### config.mk
export PLATFORM = sky130hd
export DESIGN_NAME = systolic_scheduler
export DESIGN_NICKNAME = d
export VERILOG_FILES = /design/src/rtl/systolic_scheduler.sv
export SDC_FILE = /design/constraint.sdc
export NUM_CORES = 1
export LEC_CHECK = 0
export BUFFER_PORTS_ARGS = -buffer_cell sky130_fd_sc_hd__buf_2
export CORE_MARGIN = 4
export CORE_UTILIZATION = 59
export DETAILED_ROUTE_END_ITERATION = 8
export GPL_ROUTABILITY_DRIVEN = 0
export GPL_TIMING_DRIVEN = 0
export PLACE_DENSITY = 0.85
export SETUP_SLACK_MARGIN = 0.05
export SLEW_MARGIN = 20
export SYNTH_ARGS = -nofsm -noshare
export SYNTH_HDL_FRONTEND = slang
export SYNTH_SLANG_ARGS = --single-unit
### constraint.sdc
create_clock -name clk -period 7.05 [get_ports clk]
set_input_delay 0.3525 -clock clk [delete_from_list [all_inputs] [get_ports clk]]
set_output_delay 0.3525 -clock clk [all_outputs]
set_load 0.01 [all_outputs]
### src/rtl/systolic_scheduler.sv
// Sequencer for an LxL FP16 systolic array: buffers operand rows, feeds them as a skewed
// wavefront, waits for the array result and returns it over a valid/ready handshake.
module systolic_scheduler #(
    parameter int unsigned L       = 4,
    parameter int unsigned W       = 16,
    parameter int unsigned TIMEOUT = 64
) (
    input  logic             clk,
    input  logic             reset,
    input  logic             start,
    output logic             busy,
    input  logic             in_valid,
    output logic             in_ready,
    input  logic [L*W-1:0]   in_row,
    input  logic [L*W-1:0]   b_vec,
    output logic             sa_reset,
    output logic             sa_en,
    output logic [L*W-1:0]   sa_a,
    output logic [L*W-1:0]   sa_b,
    input  logic [L*W-1:0]   sa_p,
    input  logic             sa_ready,
    output logic             out_valid,
    input  logic             out_ready,
    output logic [L*W-1:0]   out_vec,
    output logic             err
);

    localparam int unsigned LW = L * W;
    localparam int unsigned RW = (L > 1) ? $clog2(L) : 1;
    localparam int unsigned TW = $clog2(2 * L - 1);
    localparam int unsigned CW = (TIMEOUT > 1) ? $clog2(TIMEOUT) : 1;

    typedef enum logic [2:0] {
        S_IDLE,
        S_CLR,
        S_LOAD,
        S_FEED,
        S_DRAIN,
        S_OUT
    } state_e;

    state_e                  state_q, state_d;
    logic [RW-1:0]           r_q, r_d;
    logic [TW-1:0]           t_q, t_d;
    logic [CW-1:0]           cnt_q, cnt_d;
    logic [L-1:0][LW-1:0]    buf_q, buf_d;
    logic [LW-1:0]           sa_a_q, sa_a_d;
    logic [LW-1:0]           sa_b_q, sa_b_d;
    logic [LW-1:0]           out_vec_q, out_vec_d;
    logic                    busy_q, busy_d;
    logic                    in_ready_q, in_ready_d;
    logic                    sa_reset_q, sa_reset_d;
    logic                    sa_en_q, sa_en_d;
    logic                    out_valid_q, out_valid_d;
    logic                    err_q, err_d;
    int                      diff;

    // Next state; outputs are decoded from the next state so they line up with state_q.
    always_comb begin
        state_d   = state_q;
        r_d       = r_q;
        t_d       = t_q;
        cnt_d     = cnt_q;
        buf_d     = buf_q;
        sa_b_d    = sa_b_q;
        out_vec_d = out_vec_q;
        err_d     = err_q;
        sa_a_d    = '0;
        diff      = 0;

        case (state_q)
            S_IDLE: begin
                if (start) begin
                    sa_b_d  = b_vec;
                    err_d   = 1'b0;
                    state_d = S_CLR;
                end
            end
            S_CLR: begin
                r_d     = '0;
                state_d = S_LOAD;
            end
            S_LOAD: begin
                if (in_valid) begin
                    buf_d[r_q] = in_row;
                    r_d        = r_q + RW'(1);
                    if (r_q == RW'(L - 1)) begin
                        t_d     = '0;
                        state_d = S_FEED;
                    end
                end
            end
            S_FEED: begin
                if (t_q == TW'(2 * L - 2)) begin
                    cnt_d   = '0;
                    state_d = S_DRAIN;
                end else begin
                    t_d = t_q + TW'(1);
                end
            end
            S_DRAIN: begin
                if (sa_ready) begin
                    out_vec_d = sa_p;
                    state_d   = S_OUT;
                end else if (cnt_q == CW'(TIMEOUT - 1)) begin
                    err_d   = 1'b1;
                    state_d = S_IDLE;
                end else begin
                    cnt_d = cnt_q + CW'(1);
                end
            end
            S_OUT: begin
                if (out_ready) begin
                    state_d = S_IDLE;
                end
            end
            default: state_d = S_IDLE;
        endcase

        busy_d      = (state_d != S_IDLE);
        in_ready_d  = (state_d == S_LOAD);
        sa_reset_d  = (state_d == S_CLR);
        sa_en_d     = (state_d == S_FEED) || (state_d == S_DRAIN);
        out_valid_d = (state_d == S_OUT);

        // Lane i carries A[t-i][i], giving the diagonal wavefront.
        if (state_d == S_FEED) begin
            for (int unsigned i = 0; i < L; i++) begin
                diff = int'(t_d) - int'(i);
                if (diff >= 0 && diff < int'(L)) begin
                    sa_a_d[i*W +: W] = buf_q[RW'(diff)][i*W +: W];
                end
            end
        end
    end

    always_ff @(posedge clk or negedge reset) begin
        if (!reset) begin
            state_q     <= S_IDLE;
            r_q         <= '0;
            t_q         <= '0;
            cnt_q       <= '0;
            buf_q       <= '0;
            sa_a_q      <= '0;
            sa_b_q      <= '0;
            out_vec_q   <= '0;
            busy_q      <= 1'b0;
            in_ready_q  <= 1'b0;
            sa_reset_q  <= 1'b0;
            sa_en_q     <= 1'b0;
            out_valid_q <= 1'b0;
            err_q       <= 1'b0;
        end else begin
            state_q     <= state_d;
            r_q         <= r_d;
            t_q         <= t_d;
            cnt_q       <= cnt_d;
            buf_q       <= buf_d;
            sa_a_q      <= sa_a_d;
            sa_b_q      <= sa_b_d;
            out_vec_q   <= out_vec_d;
            busy_q      <= busy_d;
            in_ready_q  <= in_ready_d;
            sa_reset_q  <= sa_reset_d;
            sa_en_q     <= sa_en_d;
            out_valid_q <= out_valid_d;
            err_q       <= err_d;
        end
    end

    assign busy      = busy_q;
    assign in_ready  = in_ready_q;
    assign sa_reset  = sa_reset_q;
    assign sa_en     = sa_en_q;
    assign sa_a      = sa_a_q;
    assign sa_b      = sa_b_q;
    assign out_valid = out_valid_q;
    assign out_vec   = out_vec_q;
    assign err       = err_q;

endmodule

==> results.txt <==
DRC viols: 0
CTS tree: built
Share of layout cells above drive strength 1: 0.583
I/O Pins: 396
First-pass GRT wire length: 69700 um
Sequential share of the synthesized area: 0.618
GRT Util Overall: 0.252
Average size of a mapped cell: 16.5 sq um
P_sw: 3.51 mW
Register bit count reported by yosys: 468
Sequential power share: 0.399
Post-DRT Antenna Nets: 0
# resized after CTS: 0
VDD IR max: 278 uV
Storage cell area: 11700 sq um
Ys async rst share: 1.00
Core Util, Final: 0.730
Post-synth cell types: 44
Antenna violations before repair: 25
Dpl cell area: 21600 sq um
RSZ-0062 raised after global routing: false
Total gr overflow: 0
Outcome: finished clean
Finish-stage setup viols: 0
Critical path capture point type: flip-flop
Final Hold Viols: 0
Number of global-route vias before repair: 12500
Core footprint: 31600 sq um
Critical path class: reg -> reg
Worst-case clock buffer depth: 3
Synthesized area: 19000 sq um
Design area: 23100 sq um
LEAKAGE: 11.2 nW
Initial Util: 0.599
Most frequent cells in the layout: dfrtp_1, buf_2, mux2_2
Clock-pin slew on the worst setup and hold paths: 60 ps
R2R Setup Slk: 2850 ps
CP max FO: 10
Vias/cell: 5.62
Max-slew headroom: 0.385
Int Pwr: 7.80 mW
Warning count from the yosys run: 0
WL per Instance: 21.8 um
Nets@finish: 1811
Clk Latency, worst-skew pair: 540 ps
Cell mode on critical path: clkbuf_1
CP max stage delay: 710 ps
Area occupied by multi-input gates: 6930 sq um
Worst-margin pin slew: 922 ps
Die Height: 187 um
Die Area: 35100 sq um
Most common cell after layout, fill and taps aside: dfrtp_1
H-tree depth: 2
Area Overhead vs Synth: 21.8%
Via count: 11500
Peak Freq: 238 MHz
Postcts setup bufs: 0
Max Clock Skew: 18.1 ps
Max cap viols: 0
Clock power share: 0.207
DR iter-0 viols: 505
Synth Flop Type: dfrtp_1
Comb pwr share: 0.394
Pwr dens: 490 nW/um^2
Overall power: 11.3 mW
WP buf/inv: 4
Final slew viol count: 0
Sw frac: 0.310
Worst path cell trace: nor4bb_1 > clkbuf_1 > nand2_1 > buf_1 > clkbuf_1 > nand2_1 > ha_1 > and3_1 > o22ai_1 > clkbuf_1 > nor2b_1
Total detailed-routing wirelength: 44700 um
Tmin final: 4200 ps
Largest net degree at the start of global routing: 100
Sinks on Clock Net: 468
Worst EP required: 7440 ps
Critical path arrival: 4590 ps
Row count: 65
Cell count after synthesis: 1152
CP top delay family: buffers and inverters
Crit path max-delay cell type: o22ai_1
DR pass1 iterations: 4
Post-CTS Hold Buffers: 1
Fin Setup TNS: 0 ps
Number of port buffers: 395
Post-DP HPWL: 31800 um
Total clock buffers created by CTS: 46
DIE WIDTH: 187 um
Root Buffer: clkbuf_16
Net Count, Synth: 1362
Crit path launch type: flip-flop
HP Class: in -> reg
Fillcell total: 2063
Number of synthesized flops with an enable pin: 0
Crit share post-route: 0.596
-- sequential cells by signal, summed over array words and instances (netlist names) --
signal,cells
t_q,3
busy,1
sa_b,64
sa_en,1
sa_a,64
err,1
cnt_q,6
in_ready,1
sa_reset,1
buf_q,256
r_q,2
out_valid,1
state_q,3
out_vec,64
-- cell families (layout without fill, tap and decap cells) --
family / Yosys count / count (layout) / share of synthesized area
AO/OA/AOI/OAI: 23 / 23 / 0.00990
other: 0 / 17 / 0
AND/OR/NAND/NOR: 123 / 123 / 0.0397
adder cells (fa/ha/maj): 12 / 12 / 0.00792
buffers and inverters: 71 / 549 / 0.0166
multiplexers: 455 / 455 / 0.308
flip-flops: 468 / 468 / 0.618
-- cell usage after synthesis (2+ instances only) --
| cell | number | area share |
|---|---|---|
| a211o_1 | 2 | 0.00092 |
| and2_1 | 33 | 0.011 |
| and3_1 | 5 | 0.0016 |
| a21oi_1 | 5 | 0.0013 |
| buf_4 | 3 | 0.0012 |
| nor3_1 | 2 | 0.00053 |
| ha_1 | 12 | 0.0079 |
| inv_1 | 10 | 0.0020 |
| a22o_1 | 2 | 0.00092 |
| dfrtp_1 | 468 | 0.62 |
| and2b_1 | 3 | 0.0012 |
| clkbuf_1 | 37 | 0.0073 |
| buf_1 | 4 | 0.00079 |
| mux2i_1 | 3 | 0.0016 |
| nor2b_1 | 31 | 0.010 |
| nand2b_1 | 6 | 0.0020 |
| buf_2 | 14 | 0.0037 |
| buf_6 | 2 | 0.0012 |
| nand2_1 | 16 | 0.0032 |
| or2_2 | 4 | 0.0013 |
| nor2_1 | 8 | 0.0016 |
| o21ai_0 | 4 | 0.0011 |
| nand3_1 | 7 | 0.0018 |
| mux2_2 | 388 | 0.23 |
| mux4_2 | 64 | 0.076 |
-- worst register-to-register path: stages, from the launching register on --
cell      delay (ps)
dfrtp_1          410
nor4bb_1         150
clkbuf_1         170
nand2_1          220
buf_1            490
clkbuf_1         580
nand2_1          240
ha_1             260
and3_1           140
o22ai_1          710
clkbuf_1         540
nor2b_1          150
-- through the flow --
stage | hold slack [ps] | setup slack, ps | cells
2_1_floorplan | 56.9 | 3870 | 1152
6_report | 46.1 | 2850 | 2049
4_1_cts | 28.8 | 2810 | 2032
3_5_place_dp | 255 | 2740 | 1954
5_1_grt | 31.6 | 2580 | 2047
3_3_place_gp | 481 | -3350 | 1949
-- power groups by stage --
| stage | clock [mW] | combinational, mW | sequential (mW) |
|---|---|---|---|
| after detailed placement | 0 | 4.49 | 4.54 |
| final | 2.34 | 4.45 | 4.52 |
| after global placement | 0 | 4.34 | 4.46 |
| after global routing | 2.51 | 4.81 | 4.65 |
| after CTS | 2.39 | 4.52 | 4.51 |
| after floorplan | 0 | 2.94 | 4.62 |
-- path summary, 6_finish.rpt --
kind                                   startpoint                      end  cells past startpoint
setup / recovery             state_q[1]$_DFF_PN0_       sa_a[28]$_DFF_PN0_                     11
hold / removal                           sa_p[37]  out_vec[37]$_DFFE_PN0P_                      2
setup reg to reg             state_q[1]$_DFF_PN0_       sa_a[28]$_DFF_PN0_                     11
hold reg to reg            buf_q[180]$_DFFE_PN0P_   buf_q[180]$_DFFE_PN0P_                      1
max in group asynchronous                   reset   buf_q[164]$_DFFE_PN0P_                      5
min in group asynchronous                   reset   out_vec[4]$_DFFE_PN0P_                      2
-- routing by layer --
metal / up-vias / routed length, um / track usage
met5: - / 81 / 0
met4: 14 / 1730 / 0.0936
met2: 363 / 22800 / 0.438
met1: 5960 / 17000 / 0.308
met3: 107 / 3030 / 0.0608
li1: 5065 / - / -
-- layout make-up --
cell class                      count  area share
Clock inverter                      8     0.00298
Clock buffer                       69      0.0597
Antenna cell                       17     0.00184
Inverter                           11     0.00201
Timing Repair Buffer              401      0.0925
Buffer                             60      0.0117
Sequential cell                   468       0.507
Multi-Input combinational cell    613       0.300
Tap cell                          402      0.0218
Note: power is estimated with default switching activity, not from simulation.
